==> src/rtl/pipe_mem_stage.sv <==
// MEM stage of the 16-bit pipeline: issues data-memory accesses over a req/ready bus,
// stalls upstream while an access is outstanding, resolves branches and holds the MEM/WB register.
module pipe_mem_stage #(
    parameter int          ADDR_W         = 16,
    parameter int unsigned TIMEOUT_CYCLES = 64
) (
    input  logic              clk,
    input  logic              rst_n,
    input  logic [15:0]       mem_alu_result,
    input  logic [15:0]       mem_rs2_data,
    input  logic [3:0]        mem_rd,
    input  logic              mem_reg_write,
    input  logic              mem_mem_read,
    input  logic              mem_mem_write,
    input  logic              mem_mem_to_reg,
    input  logic              mem_branch,
    input  logic              mem_branch_ne,
    input  logic              mem_zero,
    output logic              dmem_req,
    output logic              dmem_we,
    output logic [ADDR_W-1:0] dmem_addr,
    output logic [15:0]       dmem_wdata,
    input  logic              dmem_ready,
    input  logic [15:0]       dmem_rdata,
    output logic              mem_stall,
    output logic              branch_taken,
    output logic [15:0]       branch_target,
    output logic [15:0]       wb_result,
    output logic [3:0]        wb_rd,
    output logic              wb_reg_write,
    output logic              mem_fault,
    output logic [1:0]        dbg_state
);

    // Handshake: dmem_req stays high with addr/we/wdata stable until the first cycle
    // dmem_ready is sampled high; that cycle completes the access (and carries rdata for reads).
    typedef enum logic [1:0] {
        S_IDLE = 2'd0,
        S_REQ  = 2'd1,
        S_DONE = 2'd2
    } state_t;

    localparam int CNT_W = (TIMEOUT_CYCLES > 1) ? $clog2(TIMEOUT_CYCLES) : 1;
    localparam logic [CNT_W-1:0] CNT_LAST =
        CNT_W'((TIMEOUT_CYCLES > 0) ? TIMEOUT_CYCLES - 1 : 0);

    state_t             state_q, state_d;
    logic [CNT_W-1:0]   cnt_q, cnt_d;
    logic               req_q, req_d;
    logic               we_q, we_d;
    logic [ADDR_W-1:0]  addr_q, addr_d;
    logic [15:0]        wdata_q, wdata_d;
    logic [15:0]        rdata_q, rdata_d;
    logic               tout_q, tout_d;
    logic               fault_q, fault_d;
    logic [15:0]        wb_result_q, wb_result_d;
    logic [3:0]         wb_rd_q, wb_rd_d;
    logic               wb_we_q, wb_we_d;

    logic mem_op;
    logic conflict;
    logic stall;

    always_comb begin
        mem_op   = mem_mem_read ^ mem_mem_write;
        conflict = mem_mem_read & mem_mem_write;
        stall    = ((state_q == S_IDLE) && mem_op) || (state_q == S_REQ);

        state_d     = state_q;
        cnt_d       = cnt_q;
        req_d       = req_q;
        we_d        = we_q;
        addr_d      = addr_q;
        wdata_d     = wdata_q;
        rdata_d     = rdata_q;
        tout_d      = tout_q;
        fault_d     = fault_q | conflict;
        wb_result_d = wb_result_q;
        wb_rd_d     = wb_rd_q;
        wb_we_d     = 1'b0;

        case (state_q)
            S_IDLE: begin
                if (mem_op) begin
                    req_d   = 1'b1;
                    we_d    = mem_mem_write;
                    addr_d  = mem_alu_result[ADDR_W-1:0];
                    wdata_d = mem_rs2_data;
                    cnt_d   = '0;
                    tout_d  = 1'b0;
                    state_d = S_REQ;
                end
            end
            S_REQ: begin
                if (dmem_ready) begin
                    req_d = 1'b0;
                    if (!we_q) rdata_d = dmem_rdata;
                    state_d = S_DONE;
                end else if ((TIMEOUT_CYCLES != 0) && (cnt_q == CNT_LAST)) begin
                    // A timed-out load retires with zero data and no register write.
                    req_d   = 1'b0;
                    fault_d = 1'b1;
                    tout_d  = 1'b1;
                    rdata_d = 16'h0000;
                    state_d = S_DONE;
                end else begin
                    cnt_d = cnt_q + 1'b1;
                end
            end
            S_DONE: begin
                state_d = S_IDLE;
            end
            default: begin
                state_d = S_IDLE;
            end
        endcase

        if (!stall) begin
            wb_rd_d     = mem_rd;
            wb_result_d = mem_mem_to_reg ? rdata_q : mem_alu_result;
            wb_we_d     = mem_reg_write & ~conflict & ~((state_q == S_DONE) & tout_q);
        end
    end

    always_ff @(posedge clk or negedge rst_n) begin
        if (!rst_n) begin
            state_q     <= S_IDLE;
            cnt_q       <= '0;
            req_q       <= 1'b0;
            we_q        <= 1'b0;
            addr_q      <= '0;
            wdata_q     <= 16'h0000;
            rdata_q     <= 16'h0000;
            tout_q      <= 1'b0;
            fault_q     <= 1'b0;
            wb_result_q <= 16'h0000;
            wb_rd_q     <= 4'h0;
            wb_we_q     <= 1'b0;
        end else begin
            state_q     <= state_d;
            cnt_q       <= cnt_d;
            req_q       <= req_d;
            we_q        <= we_d;
            addr_q      <= addr_d;
            wdata_q     <= wdata_d;
            rdata_q     <= rdata_d;
            tout_q      <= tout_d;
            fault_q     <= fault_d;
            wb_result_q <= wb_result_d;
            wb_rd_q     <= wb_rd_d;
            wb_we_q     <= wb_we_d;
        end
    end

    assign dmem_req      = req_q;
    assign dmem_we       = we_q;
    assign dmem_addr     = addr_q;
    assign dmem_wdata    = wdata_q;
    assign mem_stall     = stall;
    assign branch_taken  = (mem_branch & mem_zero) | (mem_branch_ne & ~mem_zero);
    assign branch_target = mem_alu_result;
    assign wb_result     = wb_result_q;
    assign wb_rd         = wb_rd_q;
    assign wb_reg_write  = wb_we_q;
    assign mem_fault     = fault_q;
    assign dbg_state     = state_q;

endmodule

==> config.mk <==
export PLATFORM = sky130hd
export DESIGN_NAME = pipe_mem_stage
export DESIGN_NICKNAME = d
export VERILOG_FILES = /design/src/rtl/pipe_mem_stage.sv
export SDC_FILE = /design/constraint.sdc
export NUM_CORES = 1
export LEC_CHECK = 0
export ABC_AREA = 1
export BUFFER_PORTS_ARGS = -buffer_cell sky130_fd_sc_hd__buf_2
export CELL_PAD_IN_SITES_DETAIL_PLACEMENT = 1
export CELL_PAD_IN_SITES_GLOBAL_PLACEMENT = 1
export CORE_MARGIN = 5
export CORE_UTILIZATION = 38
export CTS_CLUSTER_DIAMETER = 30
export CTS_CLUSTER_SIZE = 8
export DETAILED_ROUTE_END_ITERATION = 16
export GPL_TIMING_DRIVEN = 0
export PLACE_DENSITY_LB_ADDON = 0.12
export SYNTH_ARGS = -nofsm -noshare
export SYNTH_HDL_FRONTEND = slang
export SYNTH_SLANG_ARGS = --single-unit
==> constraint.sdc <==
create_clock -name clk -period 2.65 [get_ports clk]
set_input_delay 0.6625 -clock clk [delete_from_list [all_inputs] [get_ports clk]]
set_output_delay 0.6625 -clock clk [all_outputs]
set_load 0.05 [all_outputs]
# Yosys cells after proc, flatten, opt, wreduce, memory -nomap -nowiden
# Cells that the tools add are included.
# Widths: inputs -> output; s select.
[word_totals] mem_count=0 word_cells=69 mem_bits_rw=0 input_bits=62 reg_bits=81 latchBits=0 rom_bits=0 output_inout_bits=76
[classes] reduce_logical=11 n_addsub=1 div_mod_pow=0 n_mul=0 n_lt_le_gt_ge=0 n_mux=24 shifts=0 n_bitwise=12 eq_ne=9
[op_table] op="$mux 16" n=4
[op_table] op="$mux 6" n=3
[op_table] op="$pmux 6 s2" n=1
[op_table] op="$mux 1" n=10
[op_table] op="$ne 2x2->1 const B" n=4
[op_table] op="$reduce_and 4->1" n=2
[op_table] op="$add 6x1->6 const B" n=1
[op_table] op="$and 1x1->1" n=6
[op_table] op="$eq 6x6->1 const B" n=1
[op_table] op="$mux 2" n=3
[op_table] op="$reduce_and 3->1" n=2
[op_table] op="$pmux 1 s2" n=2
[op_table] op="$pmux 2 s2" n=1
[op_table] op="$reduce_and 2->1" n=2
[op_table] op="$reduce_bool 2->1" n=2
[op_table] op="$ne 3x2->1 const B" n=1
[op_table] op="$not 1->1" n=3
[op_table] op="$eq 2x1->1 const B" n=1
[op_table] op="$eq 2x2->1 const B" n=1
[op_table] op="$logic_not 2->1" n=1
[op_table] op="$ne 2x1->1 const B" n=1
[op_table] op="$or 1x1->1" n=2
[op_table] op="$logic_and 1x1->1" n=1
[op_table] op="$logic_or 1x1->1" n=1
[op_table] op="$xor 1x1->1" n=1

# Logic depth before layout (Yosys ltp)
# Gate-level depths: netlist (run 1).
[depth] ltp_word=5 depth_mapped=9 depth_no_buf=9

# Worst setup path before layout (run 1)
# Ideal clock, no wire load.
[synth_path] path_type="input to output" startpoint="input port mem_mem_read" endpoint="output port mem_stall" required_time_ns=1.987 arrival_ns=1.471 path_stages=4 setup_slack_ns=0.516 cell_sequence="ha_1 nand2_1 nand2_1 buf_2"
[synth_via] elab_chain_len=3
[synth_rtl] item="start: declaration" line_no="13" rtl="input logic mem_mem_read,"
[synth_rtl] item="$xor 1x1->1" line_no="65" rtl="mem_op = mem_mem_read ^ mem_mem_write;"
[synth_rtl] item="$logic_and 1x1->1" line_no="67" rtl="stall = ((state_q == S_IDLE) && mem_op) || (state_q == S_REQ);"
[synth_rtl] item="$logic_or 1x1->1" line_no="67"
[synth_rtl] item="end: declaration" line_no="25" rtl="output logic mem_stall,"
# No other way between the ends.

# Worst setup path in the final report (run 1)
[layout_path] startpoint="input port mem_mem_write" endpoint="output port mem_stall"
[layout_via] elab_chain_len=3
[layout_rtl] item="start: declaration" line_no="14" rtl="input logic mem_mem_write,"
[layout_rtl] item="$xor 1x1->1" line_no="65"
[layout_rtl] item="$logic_and 1x1->1" line_no="67"
[layout_rtl] item="$logic_or 1x1->1" line_no="67"
# No other way between the ends.

==> reports/qor.tcl, run 1 <==
set qor(status) {completed}
set qor(max-slew-margin-rel) 0.6531
set qor(route.final.wire_length_mm) 10.79
set qor(ys.flop_type) {dfrtp_1}
set qor(max_cap_violations) 0
set qor(count_of_tritonroute_iterations_in_the_first_routing_pass) 4
set qor(final_hold_violation_count) 0
set qor(power.share.sequential) 0.318
set qor(timing.setup.critical_path_class) {in -> out}
set qor(worstPathArrival_ns) 1.88
set qor(clock-root-buffer) {clkbuf_8}
set qor(p_leak_nw) 2.695
set qor(clock_tree_from_tritoncts) {done}
set qor(period_minus_slack_ns) 2.546
set qor(routed-via-count) 3338
set qor(power_report.internal_total_mw) 3.206
set qor(synth-seq-area-share) 0.5569
set qor(setup-violations-final) 0
set qor(diodes) 0
set qor(antenna_violating_nets_post_route) 0
set qor(min_path_type) {in -> async}
set qor(mappedNetlistArea_um2) 3640
set qor(worst_stage_delay_on_the_critical_path_ns) 0.31
set qor(worst-endpoint-required_ns) 1.99
set qor(routedWlPerCell_um) 15.20
set qor(number_of_buffers_inserted_during_clock_tree_synthesis) 9
set qor(detail_route.vias_per_cell) 4.701
set qor(synth.yosys.warnings) 0
set qor(net-switching-power_mw) 3.206
set qor(pin_count_of_the_biggest_net_entering_global_routing) 49
set qor(max_freq_ghz) 0.3927
set qor(critPathMaxFanout) 10
set qor(io_buffers) 136
set qor(comb_power_share) 0.500
set qor(avgSynthCellArea_um2) 8.484
set qor(grt_pass1_vias) 3605
set qor(synth_fp_nets) 493
set qor(postCtsSetupRepairBufs) 0
set qor(core_um2) 9284
set qor(initialDrtViolationCount) 88
set qor(tightest_slew_ns) 0.5204
set qor(drc_errors) 0
set qor(clkTransAtPathRegs_ns) 0.09
set qor(rows) 35
set qor(cts.path.max_buffers) 2
set qor(postPlaceCellArea_um2) 4512
set qor(global_route.overflow_total) 0
set qor(height_of_the_chip_um) 107.9
set qor(layout.filler_cells) 1184
set qor(clkLatencyLatePin_ns) 0.35
set qor(finish.cell_count_without_fillers) 710
set qor(number_of_antenna_violations_at_the_first_check_in_global_routing) 1
set qor(clock_sinks) 81
set qor(postSynth.asyncResetShare) 1.000
set qor(final_max_slew_viol_count) 0
set qor(grt_usage) 0.1918
set qor(routabilityCongestion) 0.7814
set qor(initial_core_util) 0.3920
set qor(endpoint_kind) {primary output}
set qor(final_critical_path_setup_slack_ns) 0.1036
set qor(pin_count) 138
set qor(power-per-cell-area_nw_per_um2) 1344
set qor(final_cell_area_um2) 4771
set qor(unrepaired_setup_endpoints_after_global_routing) {false}
set qor(ys_ff_latch) 81
set qor(layout_worst_path_cycle_share) 0.9609
set qor(synth_cells) 429
set qor(ys_types) 26
set qor(clock_tree.htree_level_count) 3
set qor(floorplan.die_area_um2) 11640
set qor(crit_path_start_kind) {primary input}
set qor(grt_pass1_wl_mm) 17.60
set qor(final_net_count) 641
set qor(share_of_final_layout_standard_cells_stronger_than_drive_strength_1) 0.3408
set qor(totalNegativeSetupSlack_ns) 0
set qor(die_width_um) 107.9
set qor(worst_ir_drop_vdd_mv) 0.5981
set qor(worstPathCellList) {buf_2 -> ha_1 -> nand2_1 -> nand2_1 -> buf_2 -> clkbuf_4}
set qor(dp_worst_setup_slack_ns) 0.02039
set qor(area_growth_syn_to_layout_pct) 31.08
set qor(synth-edff-count) 0
set qor(critPathSlowestCell) {ha_1}
set qor(switching_share) 0.5000
set qor(dp_hpwl_mm) 8.148
set qor(pwr-share-clk) 0.183
set qor(clock_skew_ns) 0.01010
set qor(post-place-cells) 695
==> placed cells by master (no fill, tap or decap) <==
| cell | instances |
|---|---|
| nor4_1 | 1 |
| buf_6 | 1 |
| buf_16 | 1 |
| nor3_1 | 2 |
| nand4_1 | 16 |
| clkinv_1 | 1 |
| nor2_4 | 2 |
| inv_2 | 6 |
| a21oi_1 | 2 |
| nand3_2 | 3 |
| inv_1 | 25 |
| nand3_1 | 20 |
| buf_4 | 23 |
| a21oi_2 | 1 |
| o21ai_1 | 2 |
| clkbuf_8 | 9 |
| bufinv_16 | 4 |
| nor2_1 | 5 |
| clkbuf_4 | 1 |
| o21ai_0 | 34 |
| ha_1 | 2 |
| clkinv_4 | 1 |
| nand2_1 | 184 |
| clkbuf_1 | 6 |
| dfrtp_1 | 81 |
| buf_1 | 1 |
| buf_2 | 141 |
| nand2_2 | 3 |
| xor2_1 | 1 |
| mux2_2 | 1 |
| nand3_4 | 1 |
==> synth_stat cells (2+ instances only) <==
| cell | count | area, um2 |
|---|---|---|
| nand2_1 | 184 | 690.7 |
| dfrtp_1 | 81 | 2027 |
| o21ai_0 | 34 | 170.2 |
| inv_1 | 25 | 93.84 |
| buf_4 | 22 | 165.2 |
| nand3_1 | 20 | 100.1 |
| nand4_1 | 16 | 100.1 |
| buf_2 | 7 | 35.03 |
| inv_2 | 6 | 22.52 |
| clkbuf_1 | 5 | 18.77 |
| nor2_1 | 5 | 18.77 |
| nand2_2 | 3 | 18.77 |
| nand3_2 | 3 | 30.03 |
| a21oi_1 | 2 | 10.01 |
| ha_1 | 2 | 25.02 |
| nor2_4 | 2 | 22.52 |
| nor3_1 | 2 | 10.01 |
| o21ai_1 | 2 | 10.01 |
==> routing by layer <==
metal / wire length, um / GRT usage
met5: 16 / 0
met4: 186 / 0.06943
met3: 699 / 0.05339
met2: 5420 / 0.3282
met1: 4470 / 0.2298
==> cell families after synthesis <==
| kind of cell | Yosys count | synth area share |
|---|---|---|
| buffers and inverters | 68 | 0.09728 |
| AOI/OAI and AO/OA | 39 | 0.05466 |
| adders and majority gates | 2 | 0.006874 |
| DFF | 81 | 0.5569 |
| xor gates and xnor gates | 1 | 0.002407 |
| and+or+nand+nor | 237 | 0.2788 |
| muxes | 1 | 0.003094 |
==> repair_timing <==
action | in CTS | in global routing
hold buffers | 0 | 0
resized for setup | 0 | 1
endpoints found under the setup margin | 0 | 1
==> state kept, by name, indices dropped and copies added, names as in the netlist <==
signal,flops
dmem_addr,16
dmem_wdata,16
rdata_q,16
wb_result,16
cnt_q,6
wb_rd,4
dbg_state,2
dmem_req,1
dmem_we,1
mem_fault,1
tout_q,1
wb_reg_write,1
==> cell type report <==
cell class / instances / area, um2 / share of cell area
Buffer: 36 / 234.0 / 0.04904
Clock buffer: 10 / 127.6 / 0.02675
Clock inverter: 5 / 128.9 / 0.02701
Inverter: 32 / 120.1 / 0.02518
Multi-Input combinational cell: 280 / 1259 / 0.2638
Sequential cell: 81 / 2027 / 0.4249
Tap cell: 129 / 161.4 / 0.03383
Timing Repair Buffer: 137 / 713.2 / 0.1495
==> power by group through the flow <==
stage                     Sequential, mW  Combinational (mW)  Clock (mW)
after floorplan                     3.44               0.973           0
after global placement              2.04                3.17           0
after detailed placement            2.06                3.25           0
after CTS                           2.04                3.26        1.20
after global routing                2.11                3.45        1.25
final                               2.04                3.20        1.17
==> critical path: cells and delay by family <==
| kind | cells | cell delay (ns) |
|---|---|---|
| adders and majority gates | 1 | 0.31 |
| buffers and inverters | 3 | 0.67 |
| and+or+nand+nor | 2 | 0.25 |
==> final timing paths <==
kind / from / end / slack [ns] / depth (start not counted)
min in group clk: wb_result[5] / wb_result[5] / 0.48 / 2
hold reg to reg: wb_result[5] / wb_result[5] / 0.48 / 2
hold / removal: rst_n / wb_rd[0] / 0.26 / 1
max in group asynchronous: rst_n / dmem_wdata[7] / 1.78 / 2
setup / recovery: mem_mem_write / mem_stall / 0.10 / 6
setup reg to reg: cnt_q[0] / rdata_q[8] / 1.15 / 9
==> metrics by stage <==
stage / total power [mW] / hold slack [ns] / util
after floorplan: 4.413 / 0.3669 / -
after global placement: 5.210 / 0.4485 / 0.4827
after detailed placement: 5.304 / 0.4535 / 0.4860
after CTS: 6.499 / 0.2647 / 0.5136
after global routing: 6.812 / 0.2802 / 0.5139
final: 6.412 / 0.2640 / 0.5139
(Power assumes the default switching activity.)
==> run 2, diff against run 1 <==
==> constraint.sdc (replaced) <==
create_clock -name clk -period 3.05 [get_ports clk]
set_input_delay 0.7625 -clock clk [delete_from_list [all_inputs] [get_ports clk]]
set_output_delay 0.7625 -clock clk [all_outputs]
set_load 0.05 [all_outputs]
==> run 2 against run 1 <==
Against the previous run:
- power shrank 13%
- sequential share of layout area barely moved
- worst setup slack better by 0.17 ns
- register-to-register slack better by 0.40 ns
- critical path depth is the same
- clock-buffer cell count is the same
- global-route usage is the same
- combinational power is 13% lower
- utilization hardly changed
- non-clock buffer count is the same
- first-iteration DRC count decreased by 5.7%
- largest power group unchanged
==> reports/qor.tcl, run 2 (same netlist as run 1, synthesis figures left out) <==
set qor(status) {completed}
set qor(detail_route.wirelength.met1_mm) 4.466
set qor(layout_worst_path_cycle_share) 0.9095
set qor(most-common-layout-cells) {nand2_1, buf_2, dfrtp_1, o21ai_0, inv_1}
set qor(power-per-cell-area_nw_per_um2) 1168
set qor(worst_reg_to_reg_path_cell_count) 9
set qor(setup-violations-final) 0
set qor(dp_hpwl_mm) 8.148
set qor(pwr-share-clk) 0.183
set qor(final_hold_violation_count) 0
set qor(detail_route.vias_per_cell) 4.710
set qor(number_of_buffers_inserted_during_clock_tree_synthesis) 9
set qor(final_common_cell) {nand2_1}
set qor(min_path_type) {in -> async}
set qor(number_of_antenna_violations_at_the_first_check_in_global_routing) 1
set qor(cts-hold-fix-buffers) 0
set qor(clock_sinks) 81
set qor(diodes) 0
set qor(met3_length_um) 707
set qor(critPathMaxFanout) 10
set qor(pin_count) 138
set qor(floorplan.die_area_um2) 11640
set qor(final_net_count) 641
set qor(worst-endpoint-required_ns) 2.29
set qor(clock_tree_from_tritoncts) {done}
set qor(met2RoutedLength_mm) 5.418
set qor(routabilityCongestion) 0.7814
set qor(routedWlPerCell_um) 15.20
set qor(unrepaired_setup_endpoints_after_global_routing) {false}
set qor(global_route.overflow_total) 0
set qor(io_buffers) 136
set qor(route.final.wire_length_mm) 10.80
set qor(routed-via-count) 3344
set qor(critical-path-top-cell-by-count) {buf_2}
set qor(final_max_slew_viol_count) 0
set qor(max_cap_violations) 0
set qor(clkLatencyLatePin_ns) 0.35
set qor(net-switching-power_mw) 2.786
set qor(rr_startpoint) {cnt_q[0]}
set qor(antenna_violating_nets_post_route) 0
set qor(initialDrtViolationCount) 83
set qor(worstPathCellList) {buf_2 -> ha_1 -> nand2_1 -> nand2_1 -> buf_2 -> buf_2}
set qor(dr.max_layer_used) {met5}
set qor(pin_count_of_the_biggest_net_entering_global_routing) 49
set qor(clock-root-buffer) {clkbuf_8}
set qor(rows) 35
set qor(p_leak_nw) 2.694
set qor(tightest_slew_ns) 0.5202
set qor(postCtsSetupRepairBufs) 0
set qor(comb_power_share) 0.500
set qor(grt_pass1_wl_mm) 17.60
set qor(worst_stage_delay_on_the_critical_path_ns) 0.31
set qor(power_report.internal_total_mw) 2.783
set qor(initial_core_util) 0.3920
set qor(totalNegativeSetupSlack_ns) 0
set qor(timing.reg2reg.setup_slack_ns) 1.55
set qor(clock_tree.htree_level_count) 3
set qor(area_growth_syn_to_layout_pct) 31.01
set qor(height_of_the_chip_um) 107.9
set qor(dp_worst_setup_slack_ns) 0.2204
set qor(endpoint_kind) {primary output}
set qor(critPathSlowestCell) {ha_1}
set qor(share_of_final_layout_standard_cells_stronger_than_drive_strength_1) 0.3408
set qor(cts_resized) 0
set qor(crit_path_start_kind) {primary input}
set qor(critical_path.startpoint) {mem_mem_write}
set qor(cts.path.max_buffers) 2
set qor(grt_pass1_vias) 3605
set qor(core_um2) 9284
set qor(count_of_tritonroute_iterations_in_the_first_routing_pass) 4
set qor(worst_ir_drop_vdd_mv) 0.5197
set qor(timing.setup.critical_path_class) {in -> out}
set qor(clkTransAtPathRegs_ns) 0.09
set qor(worstPathArrival_ns) 2.01
set qor(final_critical_path_setup_slack_ns) 0.2759
set qor(clock_skew_ns) 0.01010
set qor(rr_endpoint) {rdata_q[8]}
set qor(max-slew-margin-rel) 0.6532
set qor(period_minus_slack_ns) 2.774
set qor(power.share.sequential) 0.318
set qor(cp_top_family) {buffers and inverters}
set qor(switching_share) 0.5003
set qor(timing.critical_path.buf_inv) 3
set qor(max_freq_ghz) 0.3605
set qor(die_width_um) 107.9
set qor(drc_errors) 0
set qor(grt_usage) 0.1918
==> run 2: changes by cell type in the layout (fill, tap and decap cells not counted), sizes merged <==
| cell | previous run | this run |
|---|---|---|
| buf | 167 | 168 |
| clkbuf | 16 | 15 |
==> run 2: per-stage QoR <==
step | cell area [um2] | total power [mW] | hold WS [ns] | cells | util
detailed placement | 4512 | 4.609 | 0.4535 | 695 | 0.4860
global route | 4768 | 5.917 | 0.3802 | 710 | 0.5136
finish | 4768 | 5.569 | 0.3640 | 710 | 0.5136
CTS | 4768 | 5.646 | 0.3647 | 710 | 0.5136
global placement | 4482 | 4.527 | 0.4485 | 694 | 0.4827
floorplan | 3640 | 3.835 | 0.4669 | 429 | -
==> run 2: cell type report <==
class / count / area, um2
buffer: 36 / 234.0
fill: 1184 / 4516
multi-input combinational: 280 / 1259
clock inverter: 5 / 128.9
inverter: 32 / 120.1
timing repair buffer: 137 / 710.7
sequential: 81 / 2027
clock buffer: 10 / 127.6
tap: 129 / 161.4
==> run 2: worst max-delay path by stage <==
stage	depth (start not counted)	slack, ns	to
6_report	6	0.28	mem_stall
5_1_grt	6	0.18	mem_stall
4_1_cts	6	0.22	mem_stall
3_5_place_dp	6	0.22	mem_stall
3_3_place_gp	6	0.22	mem_stall
2_1_floorplan	4	0.72	mem_stall
==> run 2: power by group through the flow <==
stage	Clock (mW)	Combinational [mW]	Sequential [mW]
2_1_floorplan	0	0.845	2.99
5_1_grt	1.09	3.00	1.83
3_5_place_dp	0	2.82	1.79
4_1_cts	1.04	2.83	1.77
6_report	1.02	2.78	1.77
3_3_place_gp	0	2.75	1.77
==> run 2: routing by layer <==
layer | global-route usage | vias up
met5 | 0 | -
met4 | 0.06943 | 2
met3 | 0.05339 | 15
met2 | 0.3282 | 97
met1 | 0.2298 | 1605
li1 | - | 1625
==> run 3, diff against run 2 <==
--- a/config.mk
+++ b/config.mk
@@ -5,12 +5,11 @@
 export SDC_FILE = /design/constraint.sdc
 export NUM_CORES = 1
 export LEC_CHECK = 0
-export ABC_AREA = 1
 export BUFFER_PORTS_ARGS = -buffer_cell sky130_fd_sc_hd__buf_2
 export CELL_PAD_IN_SITES_DETAIL_PLACEMENT = 1
 export CELL_PAD_IN_SITES_GLOBAL_PLACEMENT = 1
 export CORE_MARGIN = 5
-export CORE_UTILIZATION = 38
+export CORE_UTILIZATION = 39
 export CTS_CLUSTER_DIAMETER = 30
 export CTS_CLUSTER_SIZE = 8
 export DETAILED_ROUTE_END_ITERATION = 16
==> run 3 against run 2 <==
Against the previous run:
- maximum frequency up 8.3%
- wire length up 1.5%
- global-route usage up 0.46 points
- clock power about the same
- synthesized cell count down 10%
- final cell count down 6.1%
==> reports/qor.tcl, run 3 <==
set qor(status) {completed}
set qor(yosysMostFrequentCell) {nand2_1}
set qor(die_width_um) 107.9
set qor(ys_types) 46
set qor(number_of_buffers_inserted_during_clock_tree_synthesis) 9
set qor(postSynth.asyncResetShare) 1.000
set qor(routabilityCongestion) 0.8160
set qor(grt_pass1_wl_mm) 18.01
set qor(core_um2) 9284
set qor(grt_usage) 0.1964
set qor(synth.yosys.warnings) 0
set qor(cts_resized) 0
set qor(clock_skew_ns) 0.009335
set qor(pin_count) 138
set qor(dp_hpwl_mm) 8.225
set qor(routedWlPerCell_um) 16.42
set qor(drc_errors) 0
set qor(initialDrtViolationCount) 129
set qor(final_max_slew_viol_count) 0
set qor(finish.cell_count_without_fillers) 667
set qor(top_cell_types_by_occurrence_after_synthesis) {nand2_1, dfrtp_1, buf_2, buf_4, nor2_1}
set qor(post-place-cells) 651
set qor(worst_reg_to_reg_path_cell_count) 5
set qor(height_of_the_chip_um) 107.9
set qor(cts.path.max_buffers) 2
set qor(synth_fp_nets) 450
set qor(unrepaired_setup_endpoints_after_global_routing) {false}
set qor(io_buffers) 135
set qor(clkLatencyLatePin_ns) 0.35
set qor(totalNegativeSetupSlack_ns) 0
set qor(synth-seq-area-share) 0.5418
set qor(rows) 35
set qor(power-per-cell-area_nw_per_um2) 1215
set qor(final_net_count) 597
set qor(clock_tree.htree_level_count) 3
set qor(power.total_mw) 5.909
set qor(most-common-layout-cells) {buf_2, nand2_1, dfrtp_1, buf_4, nor2_1}
set qor(yosys-top-cells-area) {dfrtp_1, nand2_1, mux2i_1, buf_4, a22oi_1}
set qor(grt_pass1_vias) 3503
set qor(worst-endpoint-required_ns) 2.29
set qor(area_growth_syn_to_layout_pct) 29.97
set qor(synth_cells) 386
set qor(avgSynthCellArea_um2) 9.692
set qor(worst_ir_drop_vdd_mv) 0.5808
set qor(max_freq_ghz) 0.3904
set qor(routed-via-count) 3312
set qor(diodes) 0
set qor(timing.setup.critical_path_class) {in -> out}
set qor(p_leak_nw) 2.537
set qor(pin_count_of_the_biggest_net_entering_global_routing) 56
set qor(number_of_antenna_violations_at_the_first_check_in_global_routing) 0
set qor(ys.flop_type) {dfrtp_1}
set qor(initial_core_util) 0.4030
set qor(synth-edff-count) 0
set qor(detail_route.vias_per_cell) 4.966
set qor(clock-root-buffer) {clkbuf_8}
set qor(period_minus_slack_ns) 2.562
set qor(yosys.area.top_type) {dfrtp_1}
set qor(antenna_violating_nets_post_route) 0
set qor(mappedNetlistArea_um2) 3741
set qor(count_of_tritonroute_iterations_in_the_first_routing_pass) 4
set qor(final_hold_violation_count) 0
set qor(final_common_cell) {buf_2}
set qor(dp_worst_setup_slack_ns) 0.4692
set qor(critPathMaxFanout) 10
set qor(floorplan.die_area_um2) 11650
set qor(ys_ff_latch) 81
set qor(crit_path_start_kind) {primary input}
set qor(endpoint_kind) {primary output}
set qor(layout_worst_path_cycle_share) 0.8398
set qor(postCtsSetupRepairBufs) 0
set qor(clock_sinks) 81
set qor(max_cap_violations) 0
set qor(setup-violations-final) 0
set qor(synthDominantCellAreaShare) 0.5418
set qor(global_route.overflow_total) 0
set qor(final_critical_path_setup_slack_ns) 0.4885
set qor(min_path_type) {in -> async}
set qor(tightest_slew_ns) 0.5065
set qor(route.final.wire_length_mm) 10.95
set qor(worstPathArrival_ns) 1.80
set qor(max-slew-margin-rel) 0.6616
set qor(postLayoutCoreUtil) 0.5237
set qor(share_of_final_layout_standard_cells_stronger_than_drive_strength_1) 0.3773
set qor(clock_tree_from_tritoncts) {done}
set qor(cts-hold-fix-buffers) 0
set qor(clkTransAtPathRegs_ns) 0.08
## run 3: cell count changes in the layout (fill, tap and decap cells not counted), moves of 16 or more
cell     change
a22oi_1     +16
nand2_1     -68
mux2i_1     +16
inv_1       -20
o21ai_0     -22
a21oi_1     +16
## run 3: per-layer routing
metal / global-route usage / up-vias / routed length [um]
li1: - / 1580 / -
met1: 0.2646 / 1631 / 4881
met2: 0.3179 / 93 / 5236
met3: 0.05015 / 8 / 711
met4: 0.04869 / 0 / 125
met5: 0 / - / 0
## run 3: cell families after synthesis
kind of cell / Yosys count / share of synthesized area
AOI/OAI and AO/OA: 69 / 0.1201
muxes: 21 / 0.05786
and+or+nand+nor: 164 / 0.1947
buffers and inverters: 49 / 0.07893
DFF: 81 / 0.5418
adders and majority gates: 2 / 0.006688
## run 3: final cells by class
cell class | instances | area [um2]
fill | 1113 | 4422
clock inverter | 4 | 98.84
buffer | 43 | 272.8
clock buffer | 12 | 155.1
multi-input combinational | 256 | 1419
tap | 129 | 161.4
sequential | 81 | 2027
timing repair buffer | 136 | 705.7
inverter | 6 | 22.52
## run 3: final timing paths
check,slack (ns),start,to
worst max register to register,1.18,cnt_q[0],rdata_q[13]
min in group clk,0.47,dmem_addr[3],dmem_addr[3]
worst min register to register,0.47,dmem_addr[3],dmem_addr[3]
max in group asynchronous,2.11,rst_n,rdata_q[4]
worst min-delay path,0.34,rst_n,dmem_wdata[11]
worst max-delay path,0.49,mem_mem_read,mem_stall
## run 3: where the power goes
group | switching, mW | total, mW | leakage, nW | internal (mW)
logic | 2.27 | 3.06 | 1.48 | 0.798
registers | 0.303 | 1.86 | 0.934 | 1.55
clock network | 0.396 | 0.987 | 0.127 | 0.591
## run 3: critical path, cell delays in order
cell	delay (ns)
buf_2	0.10
ha_1	0.34
o21bai_1	0.14
buf_4	0.20
inv_2	0.05
buf_2	0.21
## run 3: metrics by stage
step                      hold slack [ns]  instance area (um2)
final                              0.3375                 4862
after global routing               0.3428                 4862
after CTS                          0.3365                 4862
after detailed placement           0.4575                 4608
after global placement             0.4526                 4578
after floorplan                    0.4417                 3741
